File: src/rtl/phase_unwrap_pkg.sv
// phase_unwrap_pkg: shared constants, wrap-step encoding and arithmetic helpers for the phase unwrapper.
package phase_unwrap_pkg;

    localparam int PI_Q_DEF     = 6588397;
    localparam int TWO_PI_Q_DEF = 13176795;

    typedef enum logic [1:0] {
        STEP_NONE,
        STEP_UP,
        STEP_DN
    } step_t;

    function automatic int ch_w(input int n);
        return (n > 1) ? $clog2(n) : 1;
    endfunction

    // Wide operands keep the raw sum exact so callers can detect clipping by comparison.
    function automatic logic signed [63:0] sat_add(input logic signed [63:0] a,
                                                   input logic signed [63:0] b,
                                                   input int w);
        logic signed [63:0] s, hi, lo;
        s  = a + b;
        hi = (64'sd1 <<< (w - 1)) - 64'sd1;
        lo = -hi - 64'sd1;
        return (s > hi) ? hi : ((s < lo) ? lo : s);
    endfunction

endpackage

File: src/rtl/phase_unwrap_core.sv
// phase_unwrap_core: per-channel wrap decision and candidate offset, combinational on one sample.
module phase_unwrap_core
    import phase_unwrap_pkg::*;
#(
    parameter int IN_W     = 24,
    parameter int OUT_W    = 32,
    parameter int PI_Q     = PI_Q_DEF,
    parameter int TWO_PI_Q = TWO_PI_Q_DEF
) (
    input  logic signed [IN_W-1:0]  x,
    input  logic signed [IN_W-1:0]  prev,
    input  logic signed [OUT_W-1:0] off,
    input  logic                    first,
    output logic signed [OUT_W:0]   off_new,
    output step_t                   step
);

    localparam logic signed [IN_W:0]  PI_L  = (IN_W + 1)'(PI_Q);
    localparam logic signed [OUT_W:0] TWO_L = (OUT_W + 1)'(TWO_PI_Q);

    logic signed [IN_W:0]  dp;
    logic signed [OUT_W:0] off_ext;

    // One extra bit on the offset lets the caller see a step that would leave the OUT_W range.
    always_comb begin
        dp      = {x[IN_W-1], x} - {prev[IN_W-1], prev};
        off_ext = {off[OUT_W-1], off};
        step    = !first ? STEP_NONE : (dp > PI_L) ? STEP_DN : (dp < -PI_L) ? STEP_UP : STEP_NONE;
        off_new = (step == STEP_DN) ? off_ext - TWO_L : (step == STEP_UP) ? off_ext + TWO_L : off_ext;
    end

endmodule

File: src/rtl/phase_unwrap_mc.sv
// phase_unwrap_mc: multi-channel AXI-Stream phase unwrapper with saturation and frame checking.
// Define PHASE_UNWRAP_WRAPCNT_EN to add the per-channel signed wrap_cnt output.
module phase_unwrap_mc
    import phase_unwrap_pkg::*;
#(
    parameter int N_CH     = 2,
    parameter int IN_W     = 24,
    parameter int OUT_W    = 32,
    parameter int FRAC     = 21,
    parameter int PI_Q     = PI_Q_DEF,
    parameter int TWO_PI_Q = TWO_PI_Q_DEF
) (
    input  logic                      aclk,
    input  logic                      reset,
    input  logic                      enable,
    input  logic [IN_W-1:0]           S_AXIS_tdata,
    input  logic                      S_AXIS_tvalid,
    input  logic                      S_AXIS_tlast,
    output logic                      S_AXIS_tready,
    output logic [OUT_W-1:0]          M_AXIS_tdata,
    output logic [ch_w(N_CH)-1:0]     M_AXIS_tuser,
    output logic                      M_AXIS_tlast,
    output logic                      M_AXIS_tvalid,
    input  logic                      M_AXIS_tready,
    output logic [N_CH-1:0]           sat_flag,
    output logic                      frame_err
`ifdef PHASE_UNWRAP_WRAPCNT_EN
    ,
    output logic [N_CH*16-1:0]        wrap_cnt
`endif
);

    localparam int CW = ch_w(N_CH);

    if (OUT_W <= IN_W || FRAC >= IN_W) begin : g_bad_cfg
        $error("phase_unwrap_mc: OUT_W must exceed IN_W and FRAC must be below IN_W");
    end

    logic signed [IN_W-1:0]  prev [N_CH];
    logic signed [OUT_W-1:0] off  [N_CH];
    logic [N_CH-1:0]         first;
    logic [CW-1:0]           ch;

    logic                    s1_v;
    logic                    s1_last;
    logic [CW-1:0]           s1_ch;
    logic signed [OUT_W-1:0] s1_y;

    logic                    adv;
    logic                    acc;
    logic                    ch_end;
    logic                    mismatch;
    logic                    clip;
    logic signed [IN_W-1:0]  x;
    logic signed [OUT_W:0]   off_new;
    step_t                   step;
    logic signed [63:0]      sum_raw;
    logic signed [63:0]      sum_sat;
    logic signed [OUT_W-1:0] y;
    logic signed [OUT_W-1:0] off_commit;

    assign x             = S_AXIS_tdata;
    assign adv           = !M_AXIS_tvalid || M_AXIS_tready;
    assign S_AXIS_tready = !reset && (!s1_v || adv);
    assign acc           = S_AXIS_tvalid && S_AXIS_tready;

    phase_unwrap_core #(
        .IN_W     (IN_W),
        .OUT_W    (OUT_W),
        .PI_Q     (PI_Q),
        .TWO_PI_Q (TWO_PI_Q)
    ) u_core (
        .x       (x),
        .prev    (prev[ch]),
        .off     (off[ch]),
        .first   (first[ch]),
        .off_new (off_new),
        .step    (step)
    );

    // Saturation is resolved at acceptance so a clipped step never reaches the offset
    // register that the very next beat of the same channel reads.
    always_comb begin
        ch_end     = int'(ch) == N_CH - 1;
        mismatch   = S_AXIS_tlast != ch_end;
        sum_raw    = 64'(x) + 64'(off_new);
        sum_sat    = sat_add(64'(x), 64'(off_new), OUT_W);
        clip       = enable && ((sum_sat != sum_raw) || (off_new[OUT_W] != off_new[OUT_W-1]));
        y          = enable ? OUT_W'(sum_sat) : OUT_W'(x);
        off_commit = clip ? off[ch] : OUT_W'(off_new);
    end

    always_ff @(posedge aclk) begin
        if (reset) begin
            ch            <= '0;
            first         <= '0;
            s1_v          <= 1'b0;
            s1_last       <= 1'b0;
            s1_ch         <= '0;
            s1_y          <= '0;
            M_AXIS_tvalid <= 1'b0;
            M_AXIS_tdata  <= '0;
            M_AXIS_tuser  <= '0;
            M_AXIS_tlast  <= 1'b0;
            sat_flag      <= '0;
            frame_err     <= 1'b0;
            for (int i = 0; i < N_CH; i++) begin
                off[i]  <= '0;
                prev[i] <= '0;
            end
        end else begin
            if (adv) begin
                M_AXIS_tvalid <= s1_v;
                M_AXIS_tdata  <= s1_y;
                M_AXIS_tuser  <= s1_ch;
                M_AXIS_tlast  <= s1_last;
            end
            if (acc) begin
                s1_v      <= 1'b1;
                s1_y      <= y;
                s1_ch     <= ch;
                s1_last   <= S_AXIS_tlast;
                ch        <= (S_AXIS_tlast || ch_end) ? '0 : ch + CW'(1);
                prev[ch]  <= x;
                frame_err <= frame_err | mismatch;
                if (clip) sat_flag[ch] <= 1'b1;
            end else if (adv) begin
                s1_v <= 1'b0;
            end
            for (int i = 0; i < N_CH; i++) begin
                if (!enable) begin
                    off[i]   <= '0;
                    first[i] <= 1'b0;
                end else if (acc && int'(ch) == i) begin
                    off[i]   <= off_commit;
                    first[i] <= 1'b1;
                end
            end
        end
    end

`ifdef PHASE_UNWRAP_WRAPCNT_EN
    logic signed [15:0] wc [N_CH];

    always_ff @(posedge aclk) begin
        for (int i = 0; i < N_CH; i++) begin
            if (reset || !enable)
                wc[i] <= '0;
            else if (acc && !clip && int'(ch) == i)
                wc[i] <= (step == STEP_UP && wc[i] != 16'sd32767) ? wc[i] + 16'sd1 :
                         (step == STEP_DN && wc[i] != -16'sd32767) ? wc[i] - 16'sd1 : wc[i];
        end
    end

    for (genvar k = 0; k < N_CH; k++) begin : g_wc
        assign wrap_cnt[k*16 +: 16] = wc[k];
    end
`endif

endmodule

File: config.mk
export PLATFORM = sky130hd
export DESIGN_NAME = phase_unwrap_mc
export DESIGN_NICKNAME = d
export VERILOG_FILES = /design/src/rtl/phase_unwrap_pkg.sv /design/src/rtl/phase_unwrap_core.sv /design/src/rtl/phase_unwrap_mc.sv
export SDC_FILE = /design/constraint.sdc
export NUM_CORES = 1
export LEC_CHECK = 0
export BUFFER_PORTS_ARGS = -buffer_cell sky130_fd_sc_hd__buf_4
export CAP_MARGIN = 5
export CORE_MARGIN = 1.5
export CORE_UTILIZATION = 35
export DETAILED_ROUTE_END_ITERATION = 10
export GPL_ROUTABILITY_DRIVEN = 0
export SYNTH_ARGS = -nofsm -noshare
export SYNTH_HDL_FRONTEND = slang
export SYNTH_SLANG_ARGS = --single-unit
File: constraint.sdc
create_clock -name aclk -period 10.6 [get_ports aclk]
set_input_delay 1.06 -clock aclk [delete_from_list [all_inputs] [get_ports aclk]]
set_output_delay 1.06 -clock aclk [all_outputs]
set_load 0.01 [all_outputs]
# Word level (Yosys, flattened, before mapping)
# Memory sizes are Yosys's and may differ from the RTL's. A register that Yosys moved wholly into a read port is not among the register bits.
# Cells that the tools add are included.
[totals]
elab_cells = 99
reg_bits = 76
ram_bits = 112
out_inout_bits = 39
inputBits = 30
mem_count = 2
[classes]
mux = 43
n_addsub = 5
n_reduce_logical = 17
n_bitwise = 8
magnitude_cmp = 6
n_eq_ne = 5
[mem_list]
columns = ["name", "words", "width", "rd", "rd_clocked_by_memory_dff", "wr", "line", "text"]
rows = [
  ["off", 2, 32, 1, 1, 2, "phase_unwrap_mc.sv:40", "logic signed [OUT_W-1:0] off [N_CH];"],
  ["prev", 2, 24, 1, 1, 2, "phase_unwrap_mc.sv:39", "logic signed [IN_W-1:0] prev [N_CH];"],
]
[op_table]
columns = ["operator", "count"]
rows = [
  ["$mux W32", 6],
  ["$mux W64", 2],
  ["$mux W33", 2],
  ["$ne A64 B34 Y1", 1],
  ["$add A24 B33 Y34", 1],
  ["$gt A34 B32 Y1 const B", 1],
  ["$lt A34 B32 Y1 const B", 1],
  ["$add A32 B25 Y33 const B", 1],
  ["$sub A32 B25 Y33 const B", 1],
  ["$mux W1", 29],
  ["$gt A25 B24 Y1 const B", 1],
  ["$lt A25 B24 Y1 const B", 1],
  ["$sub A24 B24 Y25", 1],
  ["$mux W24", 1],
  ["$reduce_or A24 Y1", 1],
  ["$logic_and A1 B1 Y1", 6],
  ["$or A1 B1 Y1", 5],
  ["$logic_or A1 B1 Y1", 4],
  ["$mux W2", 2],
  ["$logic_not A1 Y1", 3],
  ["$eq A2 B1 Y1 const B", 1],
  ["$eq A2 B2 Y1 const B", 1],
  ["$lt A1 B2 Y1 const B", 1],
  ["$ne A1 B1 Y1", 2],
  ["8 further kinds", 9],
]

# Longest topological paths before layout
# Gate-level depths: netlist of the first run.
[depth]
word_depth = 17
ltp_mapped = 43
mapped_depth_nobuf = 31

# Modules after synthesis
# Synthesis of the first run repeated with hierarchy kept, for this count alone.
[hier_totals]
cells_unflattened = 1835
area_unflattened_um2 = 14999.4
[modules_own_cells]
columns = ["mod", "area_each_um2", "seq_area_each_um2", "instances", "cells_per_inst"]
rows = [
  ["phase_unwrap_mc", 11902.7, 4904.7, 1, 1361],
  ["phase_unwrap_core", 3096.7, 0.0, 1, 474],
]

# Worst setup path before layout of the first run
# Ideal clock, no wire load.
[synth_path]
kind = "reg2reg"
start = "register (tool-made name)"
end = "memory off[1][3] (data pin)"
t_arrival_ps = 10223
t_required_ps = 10469
path_stages_with_launch = 42
setup_time_ps = 131
period_less_slack_ps = 10354
n_path_buf = 12
path_slack_ps = 246
path_cell_list = "dfxtp_1 -> buf_2 -> buf_4 -> buf_4 -> buf_2 -> buf_2 -> buf_1 -> clkbuf_1 -> buf_1 -> mux2i_1 -> ha_1 -> a21oi_1 -> nand2_1 -> o21ai_1 -> o21ai_1 -> xor2_1 -> or4_1 -> a41oi_1 -> (+6 left out) -> and3_1 -> buf_6 -> and2_4 -> a221o_1 -> and3_1 -> a21oi_2 -> o21ai_2 -> a2111oi_2 -> a21oi_2 -> or3_1 -> ha_1 -> or3_1 -> a22o_1 -> buf_2 -> or3_1 -> buf_2 -> or4_1 -> nand2_1"
[synth_lines]
columns = ["item", "line"]
rows = [
  ["end: declaration", "phase_unwrap_mc.sv:40"],
]

==> results of run 1 <==
[final cells by class]
class,count,share of cell area [%]
clock inverter,13,0.859
timing repair buffer,91,4.60
sequential,189,33.0
clock buffer,18,2.96
inverter,27,0.682
antenna,1,0.0168
multi-input combinational,1238,53.5
tap,511,4.30
[cells in the mapped netlist, types with 15 or more instances]
cell type	number	area [um2]
mux2i_1	59	591
o21ai_0	53	265
ha_1	61	763
edfxtp_1	112	3360
inv_1	26	97.6
nand2_1	201	754
xnor2_1	48	420
xor2_1	50	438
a21o_1	23	173
nand4_1	23	144
nand2b_1	15	93.8
o211ai_1	41	308
nor4_1	25	156
nor3_1	37	185
dfxtp_1	77	1540
and3_1	57	357
a21oi_1	145	726
clkbuf_1	72	270
nand3_1	28	140
nor2_1	139	522
[power groups by stage]
stage	logic, mW	registers [mW]	clock network (mW)
finish	0.769	0.850	0.634
global route	0.842	0.856	0.677
CTS	0.754	0.850	0.647
detailed placement	0.750	0.867	0
global placement	0.747	0.866	0
floorplan	0.552	0.862	0
[metal layers]
layer | vias up | wire [um] | global-route usage, %
met5 | - | 0 | 0
met4 | 0 | 1010 | 7.15
met3 | 64 | 2560 | 3.58
met2 | 438 | 17200 | 31.2
met1 | 5656 | 18700 | 28.8
li1 | 5765 | - | -
[sequential cells by signal, indices dropped and copies added, names as in the netlist, 2 cells and up, named ones only]
signal,cells
off,64
first,2
M_AXIS_tdata,32
sat_flag,2
prev,48
s1_y,32
[path summary, 6_finish.rpt]
check / depth (start not counted) / to / startpoint / slack, ns
max: 31 / off[0][14] / flop / 0.72
min: 2 / M_AXIS_tdata[27] / M_AXIS_tdata[27] / 0.45
max reg2reg: 31 / off[0][14] / flop / 0.72
min reg2reg: 2 / M_AXIS_tdata[27] / M_AXIS_tdata[27] / 0.45
[placed cells by master, fill, tap and decap left out, drive strengths merged, types with 7 or more instances in the layout]
cell type and count:
a211oi 11, a21o 23, a21oi 147, a22o 11
a311oi 7, a31oi 10, a32oi 10, and2 10
and3 57, buf 91, clkbuf 18, clkinv 7
dfxtp 77, edfxtp 112, ha 61, inv 33
mux2 12, mux2i 59, nand2 201, nand2b 15
nand3 28, nand4 23, nor2 139, nor2b 11
nor3 38, nor3b 7, nor4 25, o211ai 41
o21a 12, o21ai 66, o22ai 7, or3 12
or4 8, xnor2 48, xor2 50
[critical path, delay by kind of cell, from the launching register on]
family / cells / cell delay (ns)
mux: 1 / 0.40
compound gates: 13 / 3.34
flops: 1 / 0.62
fa+ha+maj: 4 / 1.17
xor+xnor: 1 / 0.41
simple gates: 11 / 3.43
buf+inv: 1 / 0.23
[stage by stage]
| step | power, mW | utilization [%] |
|---|---|---|
| 6_report | 2.25 | 39.5 |
| 5_1_grt | 2.37 | 39.5 |
| 4_1_cts | 2.25 | 39.5 |
| 2_1_floorplan | 1.41 | - |
| 3_5_place_dp | 1.62 | 38.0 |
| 3_3_place_gp | 1.61 | 38.0 |
[cell families (layout without fill, tap and decap cells)]
family	count (synthesis)	in the layout	synth area share, %
AOI/OAI and AO/OA	409	409	20.1
xor gates and xnor gates	98	98	6.45
adders and majority gates	63	63	6.04
buffers and inverters	116	149	3.50
DFF	189	189	36.9
muxes	71	71	5.45
other	0	1	0
and+or+nand+nor	597	597	21.6
==> summary.md, run 1 <==
The run gives 1636 as the net count after synthesis. Once detail routing completed, the nets flagged for antenna violations numbered 0. The critical path is of the reg -> reg type. The number of global-route vias before repair was 10943; the final-layout fill cell count was 3818.

Final hold analysis gives a worst-case slack of 0.453 ns. In this run, placement finished with an instance count of 2056. The sequential cell area was 4910 um2. The tightest min-delay check is of the reg -> reg type. TritonCTS built the clock tree. Each instance of the synthesized netlist takes up on average 8.62 um2. The die extent in y was 198 um; the cell area after synthesis was 13300 um2. The tools report the worst setup timing slack at the placement stage as 0.701 ns. The fraction of registers with async set/reset is 0%.

In the final design database the tool counted 1657 nets. The switching share of power came out at 37.2%. The logs give 28900 um for the placed wire-length estimate after detailed placement and 14900 um2 for the final cell area excluding filler cells. Counting every sink on the clock net gives 189. The register bit count reported by yosys works out to 189. The tools report the number of endpoints with negative hold slack in the final report as 0. The non-filler instance count after layout was 2088; the arrival time of the worst setup path was 10.08 ns. After floorplanning, the core was divided into 71 placement rows. Cells with a size suffix above 1 make up 9.77% of the layout. Synthesis instantiated 78 different standard cells from the library. In the final routed layout, each cell accounts on average for 18.9 um. Total net switching power: 0.839 mW.

Adding up every negative setup slack in the final design gives 0 ns. The peak clock frequency supported by timing is 0.101 GHz, and the total power divided by cell area is 152 nW/um2. The pre-antenna-repair detailed-routing pass consisted of 5 iterations. The final setup violation count was 0. From left edge to right edge, the die measures 198 um.

The first routing iteration left 862 violations. The clock power share came out at 28.1%. The root cell of the clock tree is clkbuf_16. Slowest cell on the critical path: dfxtp_4. After clock tree synthesis, the flow added hold-fix buffers numbering 0.

The worst path uses 93.2% of the clock period. The die covers 39200 um2. The setup slack of the critical path after layout was 0.716 ns; the clock transition time at the flip-flop clock pins of the worst setup and hold paths was 0.07 ns.

The first global-routing pass estimated 61800 um of wire. Transition time at the pin with the least slew margin: 1.10 ns. The number of instances in the synthesized netlist is 1543, and the detailed-route DRC error count is 0.

The most used flip-flop cell after synthesis is edfxtp_1. Entering global routing, the biggest net connects 67 pins. For this configuration, the core starts out at a cell density of 35.4%.

Subtracting the final worst setup slack from the clock period gives 9.88 ns. The worst setup path is launched from a flop. The detailed-route via count is 11923, and the total count of max-transition violations in the final report is 0. The run finished with clean final reports. The number of instances resized during post-cts repair was 0; the post-synthesis sequential area ratio was 36.9%. The final layout contains routed wiring with a total length of 39400 um.

In this design, the stage delay of the slowest critical-path cell is 0.62 ns. The worst setup path is captured at a flop. In the routed layout, each cell is associated on average with a via count of 5.71. For the share of total power in sequential cells, the log shows 37.7%. The logs give 0 for the post-CTS repair timing setup buffer count and 4 for the number of H-tree branching levels.

For the placed standard-cell area, the log shows 14300 um2. The multi-input combinational cells in the finished layout cover a total of 7950 um2. Counting flops with a built-in enable in the synthesized netlist gives 112.

During I/O placement, the number of pins put on the boundary was 69. The maximum clock skew at final layout was 0.0146 ns. The total overflow left after global routing is 0. Data required time at the worst endpoint: 10.79 ns. Clock latency on the worst-skew pair, taken at its later pin, is 0.46 ns. Of all nets on the critical path, the largest fanout is 21. In this run the standard cell core region covers 37600 um2. The logs give 0 for the count of warnings emitted by yosys and 1 for the initial antenna violation count. Setup repair after global routing left no endpoint under its margin. The run gives 1.41 mW as the internal power summed over all cells. Buffers placed on the I/O ports in this run total 68. Combinational logic is responsible for 34.1% of the overall power. The run gives 20.4% as the global routing usage summed across all routing layers. CTS buffer count: 17. Max-cap violations in this run came to 0. The post-synthesis to final-layout area growth was 11.6%; the leakage power was 5.62 nW. Counting along the longest clock path gives a buffer depth of 2.

Headroom to the max-slew limit came out at 26.8%. VDD sags by at most 0.112 mV.
No activity file was read; power rests on OpenSTA's default activity.
==> inputs of run 2 (changes only) <==
--- a/config.mk
+++ b/config.mk
@@ -7,6 +7,7 @@
 export LEC_CHECK = 0
 export BUFFER_PORTS_ARGS = -buffer_cell sky130_fd_sc_hd__buf_4
 export CAP_MARGIN = 5
+export CORE_ASPECT_RATIO = 0.9
 export CORE_MARGIN = 1.5
 export CORE_UTILIZATION = 35
 export DETAILED_ROUTE_END_ITERATION = 10
==> summary.md, run 2 (synthesized netlist as in run 1, its figures left out) <==
The run finished with clean final reports. The maximum fanout count along the critical path was 23 (+9.5%); the effective utilization at floorplan was 35.6% (+0.18 points). The worst-case clock buffer depth was 2 (unchanged); the placed standard-cell area was 14300 um2 (-0.12%). The average wire per cell in the routed design is 19.2 um (+1.6%). Setup repair after global routing left no endpoint under its margin. The total power divided by cell area is 153 nW/um2 (+0.63%), and the global-route wire length before repair is 61800 um (-0.11%). The overall routed net length was 39600 um (+0.40%).

The count of input and output buffers is 68 (unchanged). TritonCTS built the clock tree. For the maximum vdd drop, the log shows 0.0852 mV (-24%).

The class of the most critical setup path was reg -> reg. The logs give 14900 um2 (about the same) for the final cell area excluding filler cells and 17 (unchanged) for the CTS buffer count. The run gives 0.451 ns (-0.00192 ns) as the worst hold slack. The logs give 0 (-1) for the initial antenna violation count and 0.45 ns (about the same) for the worst-skew pair later-pin latency.

The tools report the number of violations of the max-capacitance limit as 0 (unchanged). The pin count of the biggest net entering global routing was 69 (+3.0%). The register bank with the most flops was off.

The die width is 209 um (+5.3%), and the DRC violation total after the first TritonRoute iteration is 932 (+8.1%). The logs give 10.21 ns (+0.13 ns) for the arrival time of the worst setup path and 0 (unchanged) for the total of hold buffers inserted after clock tree synthesis. The run gives 0.0158 ns (+0.00111 ns) as the maximum clock skew at final layout. The logs give 67 (-5.6%) for the cell row count and 0 (unchanged) for the total count of max-transition violations in the final report. The global routing usage summed across all routing layers is 20.0% (-0.42 points), and the final-stage net count is 1660 (+0.18%). The share of layout cells above drive strength 1 came out at 9.94% (+0.17 points).

The die extent in y came out at 188 um (-5.1%). Number of buffer and inverter stages on the critical path: 1 (unchanged). The post-CTS repair timing setup buffer count is 0 (unchanged), and the setup slack of the critical path after layout is 0.668 ns (-0.0478 ns).

The run gives 29200 um (+0.84%) as the placed wire-length estimate after detailed placement. The run gives 0 (unchanged) as the global-route congestion overflow total. The run gives 4 (unchanged) as the number of H-tree branching levels. The largest registers in the layout are off (64), prev (48). The run gives 35.9% (+9.1 points) as the worst slew slack as a fraction of its limit. The via density per instance came out at 5.75 (+0.75%).

The transition time at the pin with the least slew margin works out to 0.960 ns (-0.136 ns). The slowest stage of the critical path belongs to the cell dfxtp_4. The final period utilization was 93.7% (+0.45 points).

In the layout the commonest cells are nand2_1 (201), a21oi_1 (145), nor2_1 (139). The post-synthesis to final-layout area growth was 11.6% (about the same). The leakage power was 5.64 nW (+0.30%). The commonest non-fill, non-tap cell in the layout was nand2_1.

The logs give 5 (unchanged) for the first-pass detailed-route iteration total and 0 (unchanged) for the number of endpoints with negative hold slack in the final report. The data required time at the worst endpoint is 10.87 ns (+0.08 ns), and the final setup violation count is 0 (unchanged). The detailed-route via count was 11869 (-0.45%); the core region area was 37400 um2 (-0.50%). The number of antenna diodes was 0 (-1). The longest individual stage delay on the worst path was 0.63 ns (about the same); the number of instances resized during post-cts repair was 0 (unchanged). The final-layout fill cell count is 3780 (-1.0%), and the overall die area is 39200 um2 (about the same). The logs give 0 (unchanged) for the number of nets with antenna violations after detailed routing and 0 (unchanged) for the detailed-route DRC error count. The peak clock frequency supported by timing was 0.101 GHz (-0.48%). Among cell families on the critical path, the largest total delay comes from compound AO/OA/AOI/OAI gates. For the number of sinks handled by clock tree synthesis, the log shows 189 (unchanged). Sort of element at the end of the critical path: a flop.

The clock period minus final worst setup slack came out at 9.93 ns (+0.0478 ns). The number of top-level design ports is 69 (unchanged). In this run the worst hold path is classified as reg -> reg. The worst setup path is launched from a flop. The run gives 2.27 mW (+0.60%) as the final total power. The number of flip-flops in the largest register was 64 (unchanged). The tools report the total negative slack as 0 ns (unchanged). The clock transition time at the flip-flop clock pins of the worst setup and hold paths was 0.07 ns (about the same). The cell sitting at the root of the clock tree is a clkbuf_16. The worst setup timing slack at the placement stage is 0.670 ns (-0.0311 ns), and the number of global-route vias before repair is 10967 (+0.22%).
[run 2: worst paths after layout]
path | startpoint | to | slack, ns | cells after the start
setup / recovery | flop | off[0][14] | 0.67 | 31
hold reg to reg | M_AXIS_tdata[24] | M_AXIS_tdata[24] | 0.45 | 2
hold / removal | M_AXIS_tdata[24] | M_AXIS_tdata[24] | 0.45 | 2
setup reg to reg | flop | off[0][14] | 0.67 | 31
[run 2: final cells by class]
class	count	area [um2]	share of cell area (%)
Timing Repair Buffer	94	706	4.75
Clock inverter	13	118	0.792
Multi-Input combinational cell	1238	7950	53.5
Sequential cell	189	4910	33.1
Clock buffer	19	464	3.13
Inverter	27	101	0.682
Tap cell	483	604	4.07
[run 2: worst min-delay path: stages, from the launching register on]
cell and delay [ns]:
dfxtp_1 0.31, nand2_1 0.05, a21oi_1 0.05
[run 2: stage by stage]
stage                     utilization [%]  instances
after floorplan                         -       1543
after global placement               38.2       2031
after detailed placement             38.2       2031
after CTS                            39.7       2063
after global routing                 39.7       2063
final                                39.7       2063
[run 2: layer usage]
metal  part of all wire, %  wire [um]  GRT usage [%]  vias to the layer above
li1                      -          -              -                     5766
met1                    49      19400           29.7                     5597
met2                    41      16300           28.5                      445
met3                   7.1       2820           3.62                       61
met4                   2.7       1080           7.50                        0
met5                     0          0              0                        -
[run 2: where the power goes]
group	internal, mW	switching (mW)	leakage [nW]
registers	0.826	0.0254	1.85
logic	0.274	0.502	3.50
clock network	0.330	0.309	0.285
